$ cat src/rtl/adder_serial_n.sv
// Digit-serial WIDTH-bit adder/subtractor. One N-bit slice adder is reused over
// WIDTH/N clocks, least-significant slice first, with the slice carry held in a
// register between clocks. Start/Busy/Done handshake; results update only when
// the last slice completes.
module adder_serial_n #(
  parameter int WIDTH = 16,
  parameter int N     = 4
) (
  input  logic             CLK,
  input  logic             nRESET,
  input  logic             Start,
  input  logic             Sub,
  input  logic [WIDTH-1:0] A,
  input  logic [WIDTH-1:0] B,
  input  logic             Cin,
  output logic             Busy,
  output logic             Done,
  output logic [WIDTH-1:0] Sum,
  output logic             Cout,
  output logic             Overflow
);

  localparam int STEPS  = WIDTH / N;
  localparam int STEP_W = (STEPS > 1) ? $clog2(STEPS) : 1;
  localparam logic [STEP_W-1:0] LAST_STEP = STEP_W'(STEPS - 1);

  generate
    if (WIDTH % N != 0) begin : g_bad_slice
      $error("adder_serial_n: WIDTH (%0d) must be a multiple of N (%0d)", WIDTH, N);
    end
  endgenerate

  typedef enum logic {
    S_IDLE = 1'b0,
    S_RUN  = 1'b1
  } state_t;

  state_t r_state;
  state_t w_next;
  logic   w_accept;
  logic   w_last;

  logic [STEP_W-1:0] r_step;
  logic              r_carry;
  logic              r_done;
  logic [WIDTH-1:0]  r_sum;
  logic              r_cout;
  logic              r_ovf;

  // Operand and partial-result storage; pure data, no reset needed.
  logic [WIDTH-1:0]  r_a;
  logic [WIDTH-1:0]  r_b;
  logic [WIDTH-1:0]  r_res;

  logic [N-1:0]      w_a_slice;
  logic [N-1:0]      w_b_slice;
  logic [N:0]        w_slice_sum;
  logic [WIDTH-1:0]  w_full;

  // State register.
  always_ff @(posedge CLK or negedge nRESET) begin
    if (!nRESET) r_state <= S_IDLE;
    else         r_state <= w_next;
  end

  // Next state: accept Start only when idle; leave RUN on the final slice.
  always_comb begin
    w_next   = r_state;
    w_accept = 1'b0;
    w_last   = 1'b0;
    case (r_state)
      S_IDLE: begin
        if (Start) begin
          w_accept = 1'b1;
          w_next   = S_RUN;
        end
      end
      S_RUN: begin
        if (r_step == LAST_STEP) begin
          w_last = 1'b1;
          w_next = S_IDLE;
        end
      end
      default: w_next = S_IDLE;
    endcase
  end

  // Slice adder (N+1 bits) and the result with the current slice merged in,
  // so the completing edge can publish the whole word at once.
  always_comb begin
    int lsb;
    lsb         = int'(r_step) * N;
    w_a_slice   = r_a[lsb +: N];
    w_b_slice   = r_b[lsb +: N];
    w_slice_sum = {1'b0, w_a_slice} + {1'b0, w_b_slice} + {{N{1'b0}}, r_carry};
    w_full      = r_res;
    w_full[lsb +: N] = w_slice_sum[N-1:0];
  end

  // Control and visible results: step counter, carry, Done pulse, Sum/Cout/Overflow.
  always_ff @(posedge CLK or negedge nRESET) begin
    if (!nRESET) begin
      r_step  <= '0;
      r_carry <= 1'b0;
      r_done  <= 1'b0;
      r_sum   <= '0;
      r_cout  <= 1'b0;
      r_ovf   <= 1'b0;
    end else begin
      r_done <= w_last;
      if (w_accept) begin
        r_step  <= '0;
        r_carry <= Sub ? 1'b1 : Cin;
      end else if (r_state == S_RUN) begin
        r_step  <= w_last ? '0 : r_step + STEP_W'(1);
        r_carry <= w_slice_sum[N];
      end
      if (w_last) begin
        r_sum  <= w_full;
        r_cout <= w_slice_sum[N];
        r_ovf  <= (r_a[WIDTH-1] == r_b[WIDTH-1]) && (w_full[WIDTH-1] != r_a[WIDTH-1]);
      end
    end
  end

  // Operand capture (B inverted for subtract) and partial-result accumulation.
  always_ff @(posedge CLK) begin
    if (w_accept) begin
      r_a <= A;
      r_b <= Sub ? ~B : B;
    end else if (r_state == S_RUN) begin
      r_res <= w_full;
    end
  end

  assign Busy     = (r_state == S_RUN);
  assign Done     = r_done;
  assign Sum      = r_sum;
  assign Cout     = r_cout;
  assign Overflow = r_ovf;

endmodule

$ cat config.mk
export PLATFORM = sky130hd
export DESIGN_NAME = adder_serial_n
export DESIGN_NICKNAME = d
export VERILOG_FILES = /design/src/rtl/adder_serial_n.sv
export SDC_FILE = /design/constraint.sdc
export NUM_CORES = 1
export LEC_CHECK = 0
export BUFFER_PORTS_ARGS = -buffer_cell sky130_fd_sc_hd__buf_2
export CELL_PAD_IN_SITES_DETAIL_PLACEMENT = 0
export CELL_PAD_IN_SITES_GLOBAL_PLACEMENT = 1
export CORE_ASPECT_RATIO = 0.8
export CORE_MARGIN = 2
export CORE_UTILIZATION = 45
export DETAILED_ROUTE_END_ITERATION = 6
export PLACE_DENSITY = 0.79
export REMOVE_ABC_BUFFERS = 1
export SLEW_MARGIN = 40
export SYNTH_ARGS = -nofsm -noshare
export SYNTH_HDL_FRONTEND = slang
export SYNTH_SLANG_ARGS = --single-unit
$ cat constraint.sdc
create_clock -name CLK -period 3.3 [get_ports CLK]
set_input_delay 0.66 -clock CLK [delete_from_list [all_inputs] [get_ports CLK]]
set_output_delay 0.66 -clock CLK [all_outputs]
set_load 0.01 [all_outputs]
[Yosys cells after proc, flatten, opt, wreduce, memory -nomap -nowiden]
Index checks and enable logic that the tools add are counted.
Storage, ports and cells
  input port bits: 37
  register bits after elaboration: 71
  word-level logic and storage cells: 41
  output and inout port bits: 20
Cells by class
  add/subtract/negate cells: 4
  reductions and logical operators: 3
  shifts and indexed selects: 4
  equal/unequal tests: 3
  multiplexer cells: 14
  bitwise gates (word level): 3
Operators with widths (count)
  4-bit negation with 33-bit output: 1
  4-bit by 33-bit variable shift with 16-bit output (first input constant): 1
  4-bit by 33-bit variable part select with 16-bit output: 1
  16-bit by 5-bit variable part select with 4-bit output: 2
  16-bit bitwise mux: 1
  16-bit 2-to-1 mux: 1
  16-bit inverter: 1
  1-bit 2-to-1 mux: 8
  2-bit 2-to-1 mux: 3
  4-bit by 4-bit adder with 5-bit output: 1
  5-bit by 1-bit adder with 5-bit output: 1
  2-bit by 1-bit adder with 2-bit output (second input constant): 1
  2-bit equality test (second input constant): 1
  1-bit inverter: 2
  1-bit case mux with 2 select lines: 1
  2-bit AND reduction: 1
  2-bit nonzero test: 1
  1-bit equality test: 1
  1-bit logical AND: 1
  1-bit inequality test: 1

[Longest topological paths before layout]
Gate-level depths: netlist of run 1.
  depth in word-level cells: 7
  mapped depth: 9
  mapped depth without buffers: 8

[Least setup slack after synthesis of run 1]
OpenSTA, ideal clock, no wires.
  path type: register -> register
  start: register r_step[0]
  end: register r_sum[2], in the netlist Sum[2]
  stages on the path, launching flop included: 9
  setup slack: 0.767 ns
  buffers on the path: 1
  data required time: 3.175 ns
  data arrival time: 2.408 ns
  setup time: 0.125 ns
  clock period less this slack: 2.533 ns
  path through: dfrtp_1 -> buf_6 -> mux4_2 -> fa_1 -> inv_1 -> fa_1 -> xor2_1 -> o22ai_1 -> mux2_2
On the way
  longest elaborated chain between the ends: 5
  elaborated cells on any way between the ends: 11
  classes of those cells: 3 x add/sub; 1 x eq/ne; 4 x shift; 3 x mux
RTL lines
  from (decl): RTL line 43  | logic [STEP_W-1:0] r_step;
  from (signal assigned): RTL line 115  | r_step <= w_last ? '0 : r_step + STEP_W'(1);
  16-bit by 5-bit variable part select with 4-bit output, on equally long branches: RTL line 93, 94
  4-bit by 4-bit adder with 5-bit output: RTL line 95  | w_slice_sum = {1'b0, w_a_slice} + {1'b0, w_b_slice} + {{N{1'b0}}, r_carry};
  5-bit by 1-bit adder with 5-bit output: RTL line 95
  4-bit by 33-bit variable part select with 16-bit output: RTL line 97  | w_full[lsb +: N] = w_slice_sum[N-1:0];
  16-bit bitwise mux *: RTL line 97
  via w_full[2]: RTL line 58  | logic [WIDTH-1:0] w_full;
  to (signal assigned): RTL line 119  | r_sum <= w_full;
  to (decl): RTL line 46  | logic [WIDTH-1:0] r_sum;
Mark *: on every way through the listed nets, which the timed path passes. The rest lies on a longest branch.
A chain may end at the register's enable or synchronous reset.

[Worst setup path in the final report of run 1]
Ends and elaborated chain as after synthesis.

==> results of run 1 <==
## worst reg2reg max path, delay by kind of cell, from the launching register on
| kind | cells | cell delay (ns) |
|---|---|---|
| adder cells (fa/ha/maj) | 2 | 0.63 |
| flip-flops | 1 | 0.60 |
| multiplexers | 2 | 0.87 |
| AO/OA/AOI/OAI | 1 | 0.18 |
| buffers and inverters | 1 | 0.09 |
| XOR/XNOR | 1 | 0.34 |
## cell type report
class                      count  area, um^2
sequential                    67        1900
fill                         523        2800
inverter                      20        75.1
multi-input combinational    106         988
clock inverter                 6         114
tap                           84         105
clock buffer                  10         128
timing repair buffer          59         303
## routing by layer
metal | up-vias | track usage (%) | wire, um
met5 | - | 0 | 0
met4 | 0 | 5.22 | 59
met3 | 6 | 5.80 | 339
met2 | 50 | 24.9 | 2440
met1 | 848 | 24.9 | 2630
li1 | 856 | - | -
## Yosys cell counts (8+ instances only)
library cell | n | area (um^2)
o22ai_1 | 8 | 50.1
mux2_2 | 10 | 113
ha_1 | 8 | 100
inv_1 | 19 | 71.3
o21ai_0 | 8 | 40.0
dfrtp_1 | 23 | 576
edfxtp_1 | 44 | 1320
mux4_2 | 8 | 180
nand2_1 | 13 | 48.8
xor2_1 | 17 | 149
## cells in the final DEF, fill, tap and decap left out, types with 2 or more instances in the layout
cell type / n
nand4b_2: 2
nand2b_1: 3
xor2_1: 17
o32ai_2: 3
clkinvlp_4: 2
mux2_2: 10
fa_1: 2
clkbuf_8: 9
o31ai_1: 3
edfxtp_1: 44
o22ai_1: 8
dfrtp_1: 22
inv_1: 19
o21ai_0: 8
bufinv_16: 3
buf_4: 3
nand3_1: 2
or3_1: 2
mux4_2: 8
nand2_1: 13
nor2_1: 2
ha_1: 8
nand4_1: 2
buf_2: 56
## power by group through the flow
stage               clock network, uW  registers, uW  logic (uW)
floorplan                           0           1450         904
CTS                               832           1420        1410
global placement                    0           1420        1370
global route                      875           1450        1540
finish                            814           1410        1390
detailed placement                  0           1440        1390
## flip-flops by register name, indices dropped and copies added, names as in the netlist
name and flops:
r_step 2, r_carry 1, Sum 16, Done 1, r_res 12, r_a 16
r_b 16, Overflow 1, Cout 1, Busy 1
## metrics by stage
stage / power [uW] / utilization, % / cells / hold slack (ns) / setup slack, ns
3_5_place_dp: 2830 / 52.6 / 336 / 0.467 / 0.488
4_1_cts: 3660 / 56.3 / 352 / 0.306 / 0.455
2_1_floorplan: 2350 / - / 193 / 0.364 / 0.602
3_3_place_gp: 2790 / 52.6 / 336 / 0.456 / 0.612
6_report: 3620 / 56.3 / 352 / 0.309 / 0.491
5_1_grt: 3870 / 56.3 / 352 / 0.335 / 0.318
## kinds of logic after synthesis
| logic type | count (synthesis) | share of synthesized area (%) |
|---|---|---|
| DFF | 67 | 63.3 |
| and+or+nand+nor | 33 | 6.39 |
| AOI/OAI and AO/OA | 28 | 7.10 |
| buffers and inverters | 27 | 3.84 |
| muxes | 18 | 9.77 |
| xor gates and xnor gates | 17 | 4.97 |
| adders and majority gates | 10 | 4.67 |
## how the worst max path moves through the flow
stage | slack [ns] | endpoint
floorplan | 0.60 | Sum[10]$_DFFE_PN0P_
global placement | 0.61 | Sum[10]$_DFFE_PN0P_
detailed placement | 0.49 | Sum[2]$_DFFE_PN0P_
CTS | 0.46 | Sum[2]$_DFFE_PN0P_
global route | 0.32 | Sum[10]$_DFFE_PN0P_
finish | 0.49 | Sum[2]$_DFFE_PN0P_
==> reports/results.tsv, run 1 <==
stage	metric	value	unit
die	die width	95.3	um
global_route	vias in the first global route	1882	
worst_setup_path	path length in cells of the critical path	7	
route	via count	1760	
die	Die Y	77.0	um
worst_setup_path	most frequent CP cell	fa_1	
worst_setup_path	Buf/Inv on CP	1	
worst_hold_path	worst hold path class	input pin to asynchronous set/reset pin	
worst_setup_path	CP Max Fanout	7	
worst_setup_path	Critical-path top delay cell	dfrtp_1	
timing	minimum clock period	2.81	ns
timing	Least-Margin Pin Slew	0.575	ns
worst_setup_path	Worst setup SP type	flop	
worst_setup_path	crit path capture type	flop	
route	1st-iter DRT viols	93	
global_route	largest net degree at the start of global routing	33	
synth	Synth Area per Inst	15.0	um^2
power_and_ir_drop	switching part of the total	35.1	%
timing	Worst Skew	0.0115	ns
synth	distinct cell type count after synthesis	36	
worst_setup_path	R2R depth	7	
clocking	root buf cell	clkbuf_8	
route	drt first pass iters	5	
worst_setup_path	CP top delay family	multiplexers	
synth	register area share after synthesis	63.3	%
clocking	Post-CTS Hold Buffers	0	
route	DRC	0	
route	wirelength, routed	5.47	mm
synth	Synth Cell Area	3000	um^2
clocking	H-tree depth	3	
power_and_ir_drop	Clk pwr share	22.5	%
synth	ys flop type	edfxtp_1	
synth	#FFs+latches synth	67	
route	DRT antenna net count	0	
clocking	insertion delay to the later sink of the worst-skew pair	0.34	ns
synth	async set-reset flop share out of synthesis	34.3	%
placed_design	post-DP HPWL	3.88	mm
clocking	clk sinks	67	
clocking	CTS tree	yes	
placed_design	dpl cell area	3370	um^2
power_and_ir_drop	Cell Pwr Density	1000	nW/um^2
timing	unrepaired setup endpoints after global routing	false	
global_route	total global routing overflow	0	
worst_setup_path	Setup CP Type	flop to flop	
power_and_ir_drop	Int Power	2350	uW
timing	Setup Viol. Count Final	0	
clocking	Worst-path clk slew	0.07	ns
final_layout	layout cells sized above 1	38.1	%
power_and_ir_drop	Pleak	0.00154	uW
clocking	Post CTS Setup Buffer Count	0	
clocking	post-cts resize count	0	
die	Core Rows	26	
placed_design	IO Port Bufs	56	
timing	Slew Limit Headroom	61.6	%
route	Vias/cell	5.00	
power_and_ir_drop	part of the power in registers	39.1	%
route	Avg WL per Cell	15.5	um
worst_setup_path	R2R Setup Slk	0.49	ns
worst_setup_path	max incr delay on CP	0.60	ns
power_and_ir_drop	Comb pwr share	38.4	%
synth	Post-synth EDFFs	44	
synth	synth warn	0	
timing	final hold viol count	0	
worst_setup_path	worst r2r dst	Sum[2]$_DFFE_PN0P_	
final_layout	fin area	3610	um^2
clocking	number of buffers created by CTS	9	
global_route	Total GRT Usage	17.3	%
final_layout	n_diodes	0	
die	area of the core	6410	um^2
timing	Fin Setup TNS	0	ns
final_layout	nets	310	
worst_setup_path	worst path cell trace	mux4_2 > fa_1 > inv_1 > fa_1 > xor2_1 > o22ai_1 > mux2_2	
final_layout	P&R area growth vs syn	20.5	%
global_route	first-pass GRT wire length	9.47	mm
worst_setup_path	Req. time, crit path	3.53	ns
global_route	initial antenna violation count	0	
job	maxcap violations	0	
timing	crit share post-route	85.1	%
placed_design	RePlAce Congestion	0.790	
timing	f_max	0.356	GHz
die	Die Area	7340	um^2
power_and_ir_drop	worst ir drop on vdd	0.000361	V
power_and_ir_drop	Sw Pwr	1270	uW
worst_setup_path	Crit path arrival time	3.04	ns
worst_setup_path	reg2reg start	r_step[0]$_DFFE_PN0P_	
die	I/O Pins	57	
worst_setup_path	Worst setup startpoint	r_step[0]$_DFFE_PN0P_	
die	Initial Util	46.8	%
synth	synthesized instance count	200	
clocking	CTS Buffer Depth	2	
timing	Slew Limit Fails	0	
status	status	completed	
Power figures use the tool's default switching activity.
==> run 2: changes to the inputs <==
CELL_PAD_IN_SITES_DETAIL_PLACEMENT = 2   (was 0)
CELL_PAD_IN_SITES_GLOBAL_PLACEMENT = 2   (was 1)
CORE_UTILIZATION = 38   (was 45)
HOLD_SLACK_MARGIN = 0.1   (was unset)
PLACE_DENSITY = 0.78   (was 0.79)
==> run 2 against run 1 <==
Worst setup slack better by 0.037 ns. Final cell count is 6.0% higher. Die area is 18% higher. Sequential power hardly changed. Maximum frequency is 1.3% higher. Utilization is 9.2 points lower. Global-route usage is 0.33 points higher. Highest routed layer unchanged. Sequential cell count stayed put.
==> reports/results.tsv, run 2 (same netlist as run 1, synthesis figures left out) <==
stage	metric	value	unit	change
status	status	completed		
route	drt first pass iters	4		-1
route	Vias/cell	4.96		-0.80%
final_layout	fin area	3550	um^2	-1.7%
worst_setup_path	Crit path arrival time	3.00	ns	-0.04 ns
timing	minimum clock period	2.77	ns	-0.0365 ns
route	wirelength, routed	6.91	mm	+26%
worst_setup_path	Buf/Inv on CP	1		unchanged
global_route	initial antenna violation count	0		unchanged
die	Die Area	8620	um^2	+18%
worst_setup_path	crit path capture type	flop		
worst_setup_path	max incr delay on CP	0.57	ns	-0.03 ns
route	Avg WL per Cell	18.5	um	+19%
final_layout	layout cells sized above 1	36.6	%	-1.5 points
timing	Hold WS	0.311	ns	+0.00236 ns
die	Initial Util	39.8	%	-7.0 points
final_layout	Final Non-Filler Cells	373		+6.0%
clocking	clk sinks	67		unchanged
power_and_ir_drop	worst ir drop on vdd	0.000375	V	+3.9%
clocking	root buf cell	clkbuf_8		
timing	unrepaired setup endpoints after global routing	false		
route	via count	1850		+5.1%
timing	Setup Viol. Count Final	0		unchanged
placed_design	IO Port Bufs	56		unchanged
clocking	Post CTS Setup Buffer Count	0		unchanged
worst_setup_path	Setup CP Type	flop to flop		
final_layout	commonest non-fill, non-tap cells in the layout	56 x buf_2, 44 x edfxtp_1, 22 x dfrtp_1		
final_layout	nets	310		unchanged
worst_setup_path	R2R Setup Slk	0.53	ns	+0.04 ns
worst_setup_path	reg2reg start	r_step[0]$_DFFE_PN0P_		
worst_setup_path	Critical-path top delay cell	mux4_2		
clocking	CTS tree	yes		
die	Core Rows	28		+7.7%
worst_setup_path	most frequent CP cell	fa_1		
route	DRC	0		unchanged
worst_hold_path	worst hold path class	input pin to asynchronous set/reset pin		
timing	f_max	0.361	GHz	+1.3%
clocking	CTS Buffer Depth	2		unchanged
job	maxcap violations	0		unchanged
power_and_ir_drop	Int Power	2120	uW	-9.7%
power_and_ir_drop	switching part of the total	38.7	%	+3.5 points
placed_design	post-DP HPWL	5.10	mm	+32%
power_and_ir_drop	Pleak	0.00150	uW	-2.2%
worst_setup_path	worst r2r dst	Sum[10]$_DFFE_PN0P_		
clocking	insertion delay to the later sink of the worst-skew pair	0.34	ns	about the same
worst_setup_path	Req. time, crit path	3.53	ns	about the same
clocking	Post-CTS Hold Buffers	0		unchanged
clocking	post-cts resize count	0		unchanged
power_and_ir_drop	Comb pwr share	42.7	%	+4.3 points
final_layout	n_diodes	0		unchanged
worst_setup_path	Worst setup startpoint	r_step[0]$_DFFE_PN0P_		
timing	Slew Limit Headroom	61.7	%	about the same
final_layout	fin util	47.1	%	-9.2 points
route	1st-iter DRT viols	64		-31%
global_route	vias in the first global route	2037		+8.2%
timing	Fin Setup TNS	0	ns	unchanged
clocking	number of buffers created by CTS	9		unchanged
die	die width	103	um	+8.5%
worst_setup_path	worst path cell trace	mux4_2 > fa_1 > inv_1 > fa_1 > xor2_1 > o22ai_1 > mux2_2		
placed_design	RePlAce Congestion	0.806		+2.0%
timing	final hold viol count	0		unchanged
power_and_ir_drop	Sw Pwr	1330	uW	+5.0%
worst_setup_path	Worst setup SP type	flop		
clocking	Worst-path clk slew	0.07	ns	about the same
final_layout	P&R area growth vs syn	18.4	%	
global_route	largest net degree at the start of global routing	33		unchanged
worst_setup_path	CP Max Fanout	6		-1
placed_design	dpl cells	357		+6.3%
die	area of the core	7530	um^2	+18%
worst_setup_path	CP top delay family	multiplexers		
power_and_ir_drop	Cell Pwr Density	973	nW/um^2	-2.9%
global_route	first-pass GRT wire length	11.1	mm	+17%
timing	Least-Margin Pin Slew	0.575	ns	-0.000207 ns
final_layout	most common cell after layout, fill and taps aside	buf_2		
die	I/O Pins	57		unchanged
global_route	total global routing overflow	0		unchanged
die	Die Y	83.4	um	+8.4%
global_route	Total GRT Usage	17.6	%	+0.33 points
placed_design	dpl cell area	3390	um^2	+0.78%
route	DRT antenna net count	0		unchanged
power_and_ir_drop	Clk pwr share	16.2	%	-6.3 points
power_and_ir_drop	part of the power in registers	41.1	%	+2.0 points
timing	Slew Limit Fails	0		unchanged
timing	Worst Skew	0.00431	ns	-0.00715 ns
clocking	H-tree depth	3		unchanged
timing	crit share post-route	84.0	%	-1.1 points
worst_setup_path	R2R depth	7		unchanged
[run 2: cell count changes in the layout (fill, tap and decap cells not counted)]
| cell | delta |
|---|---|
| clkinv_1 | +2 |
| clkinv_2 | +2 |
| clkbuf_1 | +2 |
| clkinvlp_4 | -2 |
| clkinv_4 | -1 |
| bufinv_16 | -3 |
[run 2: worst max-delay path by stage]
stage	end	slack [ns]	cells past startpoint
after floorplan	Sum[10]$_DFFE_PN0P_	0.60	7
after global placement	Sum[11]$_DFFE_PN0P_	0.63	7
after detailed placement	Sum[10]$_DFFE_PN0P_	0.52	7
after CTS	Sum[2]$_DFFE_PN0P_	0.50	7
after global routing	Sum[2]$_DFFE_PN0P_	0.34	7
final	Sum[10]$_DFFE_PN0P_	0.53	7
[run 2: final cells by class]
class / instances / area [um^2]
fill: 777 / 3980
sequential: 67 / 1900
clock inverter: 4 / 17.5
inverter: 20 / 75.1
clock buffer: 12 / 135
tap: 105 / 131
timing repair buffer: 59 / 303
multi-input combinational: 106 / 988
[run 2: per-layer routing]
metal / global-route usage [%] / vias to the layer above / share of wire, %
met2: 28.4 / 43 / 50
li1: - / 858 / -
met4: 5.50 / 0 / 1.5
met3: 4.21 / 12 / 4.1
met5: 0 / - / 0
met1: 23.4 / 937 / 45
[run 2: power groups by stage]
stage / Clock, uW / Sequential [uW] / Combinational (uW)
CTS: 576 / 1420 / 1490
global route: 609 / 1450 / 1620
global placement: 0 / 1420 / 1410
detailed placement: 0 / 1440 / 1480
floorplan: 0 / 1450 / 904
finish: 559 / 1420 / 1470
[run 2: through the flow]
step                      setup WS, ns  power (uW)
final                            0.527        3450
after global routing             0.341        3690
after CTS                        0.499        3490
after detailed placement         0.523        2920
after global placement           0.627        2830
after floorplan                  0.602        2350
==> run 3: changes to the inputs <==
clock period = 2.85 ns   (was 3.3 ns; I/O delays follow)
==> run 3 against run 2 <==
Non-clock buffer count is 4 higher. Largest power group unchanged. Critical path depth stayed put. Via count increased by 2.8%.
==> reports/results.tsv, run 3 (same netlist as run 1, synthesis figures left out) <==
stage	metric	value	unit	change
status	status	completed		
route	Avg WL per Cell	19.1	um	+3.1%
timing	Fin Setup TNS	0	ns	unchanged
final_layout	nets	314		+1.3%
die	I/O Pins	57		unchanged
worst_setup_path	crit path capture type	flop		
route	drt first pass iters	4		unchanged
final_layout	fin area	3650	um^2	+2.8%
clocking	clk sinks	67		unchanged
clocking	root buf cell	clkbuf_8		
timing	Hold WS	0.193	ns	-0.118 ns
placed_design	dpl cells	361		+1.1%
global_route	busiest grt layer	met2		
global_route	GR Layer Usage met3	5.13	%	+0.93 points
final_layout	Final Non-Filler Cells	377		+1.1%
placed_design	pre-CTS setup slack	0.171	ns	-0.352 ns
worst_hold_path	worst hold path class	input pin to asynchronous set/reset pin		
final_layout	P&R area growth vs syn	21.7	%	
timing	Least-Margin Pin Slew	0.548	ns	-0.0274 ns
route	Vias/cell	5.05		+1.7%
clocking	Post-CTS Hold Buffers	0		unchanged
final_layout	most common cell after layout, fill and taps aside	buf_2		
global_route	Total GRT Usage	18.4	%	+0.77 points
global_route	total global routing overflow	0		unchanged
placed_design	post-DP HPWL	5.02	mm	-1.6%
timing	Final WS setup	0.205	ns	-0.323 ns
job	maxcap violations	0		unchanged
timing	crit share post-route	92.8	%	+8.8 points
route	1st-iter DRT viols	69		+7.8%
final_layout	Filler cells	747		-3.9%
clocking	CTS Buffer Depth	2		unchanged
placed_design	dpl cell area	3420	um^2	+0.88%
timing	Slew Limit Headroom	63.5	%	+1.8 points
timing	final hold viol count	0		unchanged
die	die width	103	um	unchanged
route	wirelength, routed	7.21	mm	+4.3%
global_route	initial antenna violation count	0		unchanged
clocking	Worst-path clk slew	0.08	ns	about the same
clocking	H-tree depth	3		unchanged
power_and_ir_drop	Cell Pwr Density	1200	nW/um^2	+23%
worst_setup_path	Setup CP Type	flop to flop		
die	area of the core	7530	um^2	unchanged
power_and_ir_drop	worst ir drop on vdd	0.000367	V	-2.1%
global_route	largest net degree at the start of global routing	33		unchanged
global_route	first-pass GRT wire length	11.6	mm	+4.5%
timing	Slew Limit Fails	0		unchanged
clocking	CTS tree	yes		
final_layout	layout cells sized above 1	38.2	%	+1.7 points
placed_design	IO Port Bufs	56		unchanged
die	Die Y	83.4	um	unchanged
worst_setup_path	CP Max Fanout	13		+7
worst_setup_path	Crit path arrival time	2.88	ns	-0.12 ns
power_and_ir_drop	Pleak	0.00155	uW	+3.2%
global_route	vias in the first global route	2095		+2.8%
timing	f_max	0.378	GHz	+4.8%
die	Initial Util	39.8	%	unchanged
clocking	number of buffers created by CTS	9		unchanged
timing	Setup Viol. Count Final	0		unchanged
die	Core Rows	28		unchanged
timing	unrepaired setup endpoints after global routing	false		
placed_design	RePlAce Congestion	0.791		-1.9%
worst_setup_path	Worst setup SP type	flop		
global_route	met1 GRT Util	23.8	%	+0.41 points
global_route	M2 GR Usage	30.1	%	+1.7 points
timing	minimum clock period	2.65	ns	-0.127 ns
route	via count	1902		+2.8%
route	DRT antenna net count	0		unchanged
worst_setup_path	Req. time, crit path	3.08	ns	-0.45 ns
final_layout	commonest non-fill, non-tap cells in the layout	56 x buf_2, 44 x edfxtp_1, 23 x dfrtp_1		
timing	Worst Skew	0.00885	ns	+0.00454 ns
route	DRC	0		unchanged
clocking	insertion delay to the later sink of the worst-skew pair	0.35	ns	about the same
final_layout	n_diodes	0		unchanged
die	Die Area	8620	um^2	unchanged
==> run 3: cell count changes in the layout (fill, tap and decap cells not counted), sizes merged <==
cell      before  now
clkbuf        12   10
bufinv         0    2
buf           59   63
clkinvlp       0    1
clkinv         5    4
==> run 3: worst max-delay path, cell delays in order, from the launching register on <==
cell and delay [ns]:
dfrtp_1 0.44, buf_6 0.23, mux4_2 0.52, ha_1 0.38, nand3_1 0.18, a21boi_4 0.32
o32ai_2 0.16, mux2_2 0.29
==> run 3: final timing paths <==
kind / from / endpoint / depth (start not counted) / slack [ns]
worst max register to register: r_step[0]$_DFFE_PN0P_ / Sum[3]$_DFFE_PN0P_ / 7 / 0.20
worst min-delay path: nRESET / Cout$_DFFE_PN0P_ / 1 / 0.19
worst max-delay path: r_step[0]$_DFFE_PN0P_ / Sum[3]$_DFFE_PN0P_ / 7 / 0.20
min in group CLK: A[7] / r_a[7]$_DFFE_PP_ / 1 / 0.39
max in group asynchronous: nRESET / Sum[3]$_DFFE_PN0P_ / 1 / 2.28
worst min register to register: Cout$_DFFE_PN0P_ / Cout$_DFFE_PN0P_ / 2 / 0.47
==> run 3: area by class of cell <==
cell class,count,area [um^2],share of cell area (%)
sequential,67,1900,52.0
clock inverter,6,80.1,2.20
inverter,20,75.1,2.06
tap,105,131,3.60
clock buffer,10,128,3.50
timing repair buffer,63,337,9.23
multi-input combinational,106,1000,27.4
==> run 3: power by group <==
part / internal [uW] / switching (uW)
Combinational: 801 / 1150
Clock: 485 / 372
Sequential: 1430 / 144
==> run 3: stage by stage <==
step | total power, uW | utilization, %
floorplan | 2720 | -
global placement | 3360 | 45.5
detailed placement | 3460 | 45.5
CTS | 4380 | 48.2
global route | 4660 | 48.4
finish | 4370 | 48.4
==> run 3: what timing repair did <==
item | in CTS | in global routing
resized for setup | 0 | 3
setup buffers | 0 | 0
setup endpoints to repair | 0 | 3
==> run 3: metal layers <==
layer  routed length (um)  share of wire (%)
met5                    0                  0
met4                   93                1.3
met3                  301                4.2
met2                 3730                 52
met1                 3090                 43
